**config.mk**
```make
export PLATFORM = sky130hd
export DESIGN_NAME = weighted_rr_arbiter_flat
export DESIGN_NICKNAME = d
export VERILOG_FILES = /design/src/rtl/weighted_rr_arbiter_if.sv /design/src/rtl/weighted_rr_arbiter.sv /design/src/flat_wrapper.sv
export SDC_FILE = /design/constraint.sdc
export NUM_CORES = 1
export LEC_CHECK = 0
export CORE_MARGIN = 2
export CORE_UTILIZATION = 38
export CTS_CLUSTER_DIAMETER = 200
export DETAILED_ROUTE_END_ITERATION = 6
export PLACE_DENSITY_LB_ADDON = 0.25
export RECOVER_POWER = 100
export SYNTH_ARGS = -nofsm -noshare
export SYNTH_HDL_FRONTEND = slang
export SYNTH_SLANG_ARGS = --single-unit
```
**constraint.sdc**
```tcl
create_clock -name clk -period 2.7 [get_ports clk]
set_input_delay 0.54 -clock clk [delete_from_list [all_inputs] [get_ports clk]]
set_output_delay 0.54 -clock clk [all_outputs]
set_load 0.01 [all_outputs]
```
**src/rtl/weighted_rr_arbiter_if.sv**
```systemverilog
// weighted_rr_arbiter_if: request/ack/grant bundle between masters, the arbiter and the sink
interface weighted_rr_arbiter_if #(
  parameter int WIDTH    = 8,
  parameter int WEIGHT_W = 4
);
  localparam int ID_W = $clog2(WIDTH);
  logic [WIDTH-1:0]          request;
  logic [WIDTH*WEIGHT_W-1:0] weight;
  logic                      ack;
  logic [WIDTH-1:0]          grant;
  logic                      grant_valid;
  logic [ID_W-1:0]           grant_id;
  logic [WEIGHT_W-1:0]       credit_left;
  modport master (output request, weight, ack, input grant, grant_valid, grant_id, credit_left);
  modport slave  (input request, weight, ack, output grant, grant_valid, grant_id, credit_left);
endinterface

```
**src/rtl/weighted_rr_arbiter.sv**
```systemverilog
// weighted_rr_arbiter: weighted round-robin arbiter holding each grant for a burst of acked beats
module weighted_rr_arbiter #(
  parameter int WIDTH    = 8,
  parameter int WEIGHT_W = 4,
  localparam int ID_W    = $clog2(WIDTH)
) (
  input  logic clk,
  input  logic rst_n,
  weighted_rr_arbiter_if.slave bus
);
  typedef enum logic {IDLE, GRANT} state_t;
  localparam logic [WIDTH-1:0] LSB = WIDTH'(1);
  state_t              state_q, state_d;
  logic [WIDTH-1:0]    grant_q, grant_d, mask, masked, pool;
  logic [ID_W-1:0]     id_q, id_d, last_q, last_d, win;
  logic [WEIGHT_W-1:0] credit_q, credit_d, w_win;
  logic                rel, load;
  // Requesters strictly above the last grantee rank first; otherwise wrap to the lowest index.
  always_comb begin
    mask   = ~((LSB << last_q) | ((LSB << last_q) - LSB));
    masked = bus.request & mask;
    pool   = (|masked) ? masked : bus.request;
    win    = '0;
    for (int i = WIDTH - 1; i >= 0; i--) win = pool[i] ? ID_W'(i) : win;
    w_win  = bus.weight[win*WEIGHT_W +: WEIGHT_W];
    rel    = (state_q == GRANT) && ((bus.ack && credit_q == WEIGHT_W'(1)) || !bus.request[id_q]);
    load   = (state_q == IDLE || rel) && (|bus.request);
  end
  always_ff @(posedge clk or negedge rst_n) begin
    if (!rst_n) begin
      state_q  <= IDLE;
      grant_q  <= '0;
      id_q     <= '0;
      credit_q <= '0;
      last_q   <= ID_W'(WIDTH - 1);
    end else begin
      state_q  <= state_d;
      grant_q  <= grant_d;
      id_q     <= id_d;
      credit_q <= credit_d;
      last_q   <= last_d;
    end
  end
  always_comb begin
    state_d = (state_q == IDLE || rel) ? ((|bus.request) ? GRANT : IDLE) : state_q;
  end
  always_comb begin
    grant_d  = load ? LSB << win : (state_d == IDLE ? '0 : grant_q);
    id_d     = load ? win : (state_d == IDLE ? '0 : id_q);
    credit_d = load ? (w_win == '0 ? WEIGHT_W'(1) : w_win)
             : state_d == IDLE ? '0
             : (bus.ack && state_q == GRANT) ? credit_q - WEIGHT_W'(1) : credit_q;
    last_d   = load ? win : last_q;
  end
  assign bus.grant       = grant_q;
  assign bus.grant_valid = (state_q == GRANT);
  assign bus.grant_id    = id_q;
  assign bus.credit_left = credit_q;
endmodule
```
**src/flat_wrapper.sv**
```systemverilog
// flat-port wrapper written by rule: the top's interface ports become plain ports
module weighted_rr_arbiter_flat 
#(
  parameter int WIDTH    = 8,
  parameter int WEIGHT_W = 4,
  localparam int ID_W    = $clog2(WIDTH)
)
  (clk, rst_n, bus_request, bus_weight, bus_ack, bus_grant, bus_grant_valid, bus_grant_id, bus_credit_left);
  weighted_rr_arbiter_if #(.WIDTH(WIDTH), .WEIGHT_W(WEIGHT_W)) bus_i ();
  input  logic clk;
  input  logic rst_n;
  input wire logic [$bits(bus_i.request)-1:0] bus_request;
  input wire logic [$bits(bus_i.weight)-1:0] bus_weight;
  input wire logic [$bits(bus_i.ack)-1:0] bus_ack;
  output wire logic [$bits(bus_i.grant)-1:0] bus_grant;
  output wire logic [$bits(bus_i.grant_valid)-1:0] bus_grant_valid;
  output wire logic [$bits(bus_i.grant_id)-1:0] bus_grant_id;
  output wire logic [$bits(bus_i.credit_left)-1:0] bus_credit_left;
  assign bus_i.request = bus_request;
  assign bus_i.weight = bus_weight;
  assign bus_i.ack = bus_ack;
  assign bus_grant = bus_i.grant;
  assign bus_grant_valid = bus_i.grant_valid;
  assign bus_grant_id = bus_i.grant_id;
  assign bus_credit_left = bus_i.credit_left;
  weighted_rr_arbiter #(.WIDTH(WIDTH), .WEIGHT_W(WEIGHT_W)) u_core (.clk(clk), .rst_n(rst_n), .bus(bus_i));
endmodule
```
Word level (Yosys, flattened, before mapping)
Cells that the tools add are included.
Word-level totals
  register bits after elaboration: 19
  input port bits: 43
  output and inout port bits: 16
  word-level logic and storage cells: 49
Operators by class
  add/sub/neg operators: 2
  $lt $le $gt $ge: 1
  eq/ne operators: 3
  shifts and indexed selects: 3
  multiplexer cells: 21
  bitwise logic cells: 4
  reduce and logical (&&, ||, !) cells: 10
Operators by type and width (number)
  $shiftx 32x6->4: 1
  $mux 3: 10
  $mux 8: 3
  $mux 4: 4
  $reduce_or 8->1: 2
  $shl 1x3->8 const A: 2
  $and 8x8->8: 1
  $not 8->8: 1
  $or 8x8->8: 1
  $sub 8x1->8 const B: 1
  $eq 4x1->1 const B: 1
  $logic_and 1x1->1: 4
  $logic_not 4->1: 1
  $lt 3x4->1 const B: 1
  $sub 4x1->4 const B: 1
  $bmux 1 s3: 1
  $mux 1: 3
  $ne 3x3->1 const B: 1
  $logic_or 1x1->1: 2
  $ne 2x2->1 const B: 1
  $logic_not 1->1: 1
  $not 1->1: 1

Depth between registers and ports, before layout
  depth in word-level cells: 19
  depth in mapped cells: 12
  mapped depth without buffers: 11

Least setup slack after synthesis
No wires, ideal clock.
  path type: register -> register
  start: reg u_core.last_q[1]
  end: reg u_core.credit_q[0], in the netlist u_core.bus.credit_left[0]
  library setup time: 0.120 ns
  arrival: 2.533 ns
  required time: 2.580 ns
  setup slack: 0.047 ns
  cell stages (with the launch flop): 12
  buffers on the path: 1
  clock period less this slack: 2.653 ns
  cells stage by stage: dfstp_2 -> inv_1 -> o22ai_1 -> nand2_1 -> a221o_2 -> a221oi_2 -> buf_6 -> mux2i_1 -> mux2i_1 -> a32oi_1 -> a22oi_1 -> a41o_1
On the way
  word-level cells in the longest chain between the ends: 19
Ends and longest elaborated chain
  start: declaration: line weighted_rr_arbiter.sv:15  | logic [ID_W-1:0] id_q, id_d, last_q, last_d, win;
  start signal: assignment: line weighted_rr_arbiter.sv:35  | last_q <= ID_W'(WIDTH - 1);
  start signal: assignment: line weighted_rr_arbiter.sv:41  | last_q <= last_d;
  $shl 1x3->8 (*): line weighted_rr_arbiter.sv:20  | mask = ~((LSB << last_q) | ((LSB << last_q) - LSB));
  $sub 8x1->8: line weighted_rr_arbiter.sv:20
  $or 8x8->8 (*): line weighted_rr_arbiter.sv:20
  $not 8->8 (*): line weighted_rr_arbiter.sv:20
  $and 8x8->8 (*): line weighted_rr_arbiter.sv:21  | masked = bus.request & mask;
  $reduce_or 8->1: line weighted_rr_arbiter.sv:22  | pool = (|masked) ? masked : bus.request;
  $mux 8 (*): line weighted_rr_arbiter.sv:22
  $mux 3 (7 in series): line weighted_rr_arbiter.sv:24  | for (int i = WIDTH - 1; i >= 0; i--) win = pool[i] ? ID_W'(i) : win;
  $mux 3 (*): line weighted_rr_arbiter.sv:24
  $shiftx 32x6->4 (*): line weighted_rr_arbiter.sv:25  | w_win = bus.weight[win*WEIGHT_W +: WEIGHT_W];
  $logic_not 4->1: line weighted_rr_arbiter.sv:50  | credit_d = load ? (w_win == '0 ? WEIGHT_W'(1) : w_win)
  $mux 4 (*) (2 in series): line weighted_rr_arbiter.sv:50
  end signal: assignment: line weighted_rr_arbiter.sv:40  | credit_q <= credit_d;
  end: declaration: line weighted_rr_arbiter.sv:16  | logic [WEIGHT_W-1:0] credit_q, credit_d, w_win;
Mark *: on every way between the ends. The rest lies on a longest branch, timed or not.
A chain may end at the register's enable or synchronous reset.

Worst setup path after layout
  start: reg u_core.last_q[2]
  end: reg u_core.credit_q[0], in the netlist u_core.bus.credit_left[0]
The elaborated chain is that of the path after synthesis.

==> results <==
- Entering global routing, the biggest net connects 20 pins.
- The number of failing setup endpoints in the final timing report is 5.
- After detailed routing, the wire length on met1 is 2.36 mm.
- Among cell families on the critical path, the largest total delay comes from compound AO/OA/AOI/OAI gates.
- The synthesized netlist devotes 29.5% of its cell area to compound gates.
- The number of nets with antenna violations after detailed routing is 0.
- The worst setup margin is -0.175 ns.
- The clock tree buffer depth is 2.
- Global routing used between 20% and 30% of the available tracks.
- The slew at the pin closest to its max-slew limit is 0.815 ns.
- In the final routed layout, each cell accounts on average for 17.2 µm.
- The worst setup path is of the flip-flop to flip-flop kind.
- The fraction of the cycle the final worst path needs is 106%.
- TritonCTS created 3 clock buffers.
- The remaining global-route overflow is 0.
- The worst vdd rail ir drop is 628 µV.
- The repair_antennas step left the layout with diodes totalling 0.
- The HPWL after detailed placement is 3.85 mm.
- The cell sitting at the root of the clock tree is a sky130_fd_sc_hd__clkbuf_8.
- Setup repair after global routing could not meet its margin everywhere.
- The worst setup slack before clock tree synthesis is -0.688 ns.
- The library cell used most frequently in the layout, excluding fill and tap cells, is sky130_fd_sc_hd__buf_4.
- The worst-skew pair later-pin latency is 0.26 ns.
- The final reports fail on setup timing.
- After synthesis, the cell types taking the most area are sky130_fd_sc_hd__dfrtp_1 27%, sky130_fd_sc_hd__mux2i_1 7.4%, sky130_fd_sc_hd__dfstp_2 5.3%.
- The smallest clock period supported by the final layout is computed as 2.87 ns.
- The setup clock skew after layout is 0.00327 ns.
- The fraction of the mapped netlist area in adder cells is 1.67%.
- The standard-cell row count is 22.
- Of the cells placed in the final design, the portion with a size suffix greater than 1 is 35.4%.
- The slowest cell on the critical path is sky130_fd_sc_hd__dfstp_2.
- The clock net in this run drives a total of 19 sinks.
- In this run the top signal layer used is met4.
- After clock tree synthesis, the clock-pin slew on the worst setup and hold paths is 0.07 ns.
- The count of routing violations after the opening detailed-route iteration is 150.
- Static timing analysis puts the maximum clock frequency at 348 MHz.
- The startpoint of the most critical register-to-register path is u_core.last_q[2].
- The met2 wirelength from detailed routing is 2.72 mm.
- The buffer and inverter count on the worst path is 2.
- The startpoint identified for the worst hold timing path is u_core.bus.grant[4].
- The worst hold margin is 0.497 ns.
- After Yosys synthesis, XOR and XNOR cells account for 1.17% of the synthesized area.
- The met3 routed wirelength is 404 µm.
- The leakage power figure is 1.23 nW.
- Counting distinct cell types in the post-synthesis netlist gives 56.
- The area added between synthesis and finish is 85.5%.
- The worst setup path is launched from a flip-flop.
- The critical path's largest stage delay is 0.59 ns.
- In this run the worst path has a maximum fanout of 5.
- The filler cells instantiated in the layout total 264.
- Dividing the synthesized area by the synthesized cell count gives ~8.8 µm².
- For this design, the CTS-stage hold fixing added 0 buffers.
- Synthesis produced a netlist with a net count of roughly 210.
- Dividing total power by cell area gives a power density of 1230 nW/µm².
- The number of remaining DRC errors is 0.
- In this run the biggest area consumer among cell types represents 26.8% of the synthesized area.
- In the synthesized netlist the dominant register cell turns out to be sky130_fd_sc_hd__dfrtp_1.
- The final layout contains ~330 nets.
- After synthesis, the largest family of logic cells by area is compound AO/OA/AOI/OAI gates.
- The number of global-route vias before repair came to 1,738.
- The reported max-cap violation count is 0.
- After Yosys synthesis, and, or, nand and nor cells account for 18.2% of the synthesized area.
- The congestion estimate from routability-driven global placement came to between 0.9 and 1.
- The library cell occupying the most area in the post-synthesis netlist is sky130_fd_sc_hd__dfrtp_1.
- The total die area is 4450 µm².
- After synthesis the cells add up to 1500 µm².
- The final hold violation count is 0.
- The number of pins with negative max-slew slack in the final report is 0.
- The kind of capture point of the worst setup path is a flip-flop.
- Port buffering added 58 buffers.
- The number of vias per cell after detailed routing is 5.61.
- The synthesized design contains 0 enable-type register cells.
- The min-delay analysis places its worst path in the category flip-flop to flip-flop.
- The Yosys warning count is 0.
- The starting density of the core is 40.2%.
- The number of search-and-repair iterations in the first detailed-routing pass is 4.
- In the layout the commonest cells are 41 x sky130_fd_sc_hd__buf_4, 35 x sky130_fd_sc_hd__clkdlybuf4s50_1, 21 x sky130_fd_sc_hd__nand2_1.
- The post-detailed-routing wire length is 5.65 mm.
- After synthesis the netlist holds a flip-flop and latch count of 19.
- The run finished, with violations left.
- The initial antenna violation count is 0.
- The worst relative slew slack is 45.5%.
- The H-tree depth is 1.
- The die is ~67 µm tall.
- The portion of netlist area occupied by mux cells is 12.6%.
- The share of async-settable or async-resettable flops after synthesis is 100%.
- At the worst endpoint, the required time is 2.85 ns.
- After technology mapping, the gate count stands at roughly 170.
- TritonCTS built the clock tree.
- The first global-routing pass estimated 8.35 mm of wire.
- In this run the worst setup path begins at u_core.last_q[2].
- After synthesis, flip-flops and latches occupy roughly a third of the total area.
- The routed layout has 1,840 vias.
- STA puts the critical path data arrival time at 3.02 ns.
- The die boundary width is about 67 µm.
- 59 I/O pins were placed.
- Summing all multi-input logic gate instances after layout gives 1150 µm².
- The core region is 3720 µm².
- The signal on the critical path passes through nor2_1 -> a31oi_4 -> a21bo_4 -> buf_6 -> nor3b_4 -> buf_4 -> a21o_1 -> o31ai_1 -> a2111oi_2 -> a21oi_2 -> a41o_1.
- Registers take around 480 µm².
[routing by layer]
layer | global-route usage, % | vias to the layer above
met5 | 0 | -
met4 | 10.2 | 0
met3 | 3.04 | 17
met2 | 41.6 | 86
met1 | 32.6 | 873
li1 | - | 864
[repair_timing]
| item | 4_1_cts | 5_1_grt |
|---|---|---|
| resized for setup | 33 | 32 |
| buffers inserted | 5 | 6 |
| setup endpoints to repair | 11 | 4 |
| pin swaps | 15 | 22 |
| cloned | 0 | 0 |
[cell usage after synthesis, drive strengths merged (2+ instances only)]
| master | number |
|---|---|
| a211oi | 3 |
| a21boi | 2 |
| a21o | 3 |
| a21oi | 10 |
| a221o | 2 |
| a31oi | 3 |
| a32o | 5 |
| and3 | 2 |
| buf | 3 |
| clkbuf | 2 |
| dfrtp | 16 |
| dfstp | 3 |
| ha | 2 |
| inv | 10 |
| mux2 | 3 |
| mux2i | 11 |
| mux4 | 2 |
| nand2 | 21 |
| nand2b | 8 |
| nand3 | 2 |
| nor2 | 11 |
| nor3 | 3 |
| nor4 | 3 |
| o21ai | 10 |
| o22ai | 7 |
[flip-flops by register name, indices dropped and copies added (netlist names)]
name / cells
u_core.bus.grant_id: 3
u_core.bus.grant_valid: 1
u_core.bus.grant: 8
u_core.last_q: 3
u_core.bus.credit_left: 4
[power breakdown]
part	leakage, nW	internal [W]	total (W)	switching (W)
Combinational	0.974	0.00141	0.00268	0.00127
Clock	0.0228	0.000105	0.000195	0.0000900
Sequential	0.232	0.000423	0.000541	0.000118
Total	1.23	0.00194	0.00342	0.00147
[cell type report]
cell class / count / share of cell area (%)
flip-flops and latches: 19 / 17.3
multi-input cells: 135 / 41.4
repair buffers: 112 / 36.2
clock buffers: 4 / 1.62
inverters: 10 / 1.35
well taps: 48 / 2.17
[through the flow]
step	setup TNS [ns]	power, W	cell area (µm²)	util [%]	instances
after floorplan	0	0.00172	1500	-	169
after global routing	-0.914	0.00363	2770	74.6	328
after detailed placement	-5.77	0.00269	2440	65.6	313
after global placement	-3.89	0.00267	2440	65.6	313
final	-0.353	0.00342	2770	74.6	328
after CTS	-0.0844	0.00308	2600	70.0	322
[cell families (layout without fill, tap and decap cells)]
kind of cell | after synthesis | in the layout
AND/OR/NAND/NOR | 56 | 56
multiplexers | 16 | 16
flip-flops | 19 | 19
buffers and inverters | 15 | 126
XOR/XNOR | 2 | 2
AO/OA/AOI/OAI | 59 | 59
adder cells (fa/ha/maj) | 2 | 2
[worst paths after layout]
path	endpoint	slack, ns	cells past startpoint
worst max-delay path	u_core.bus.credit_left[0]	-0.17	11
worst min-delay path	u_core.bus.grant[4]	0.50	2
worst max register to register	u_core.bus.credit_left[0]	-0.17	11
worst min register to register	u_core.bus.grant[4]	0.50	2
max in group asynchronous	u_core.bus.credit_left[1]	1.37	1
min in group asynchronous	u_core.bus.grant_valid	0.82	1
[worst min-delay path, cell delays in order (launching register included)]
cell	delay [ns]
sky130_fd_sc_hd__dfrtp_1	0.36
sky130_fd_sc_hd__nand2_1	0.05
sky130_fd_sc_hd__o21ai_0	0.06
Power figures use the tool's default switching activity.
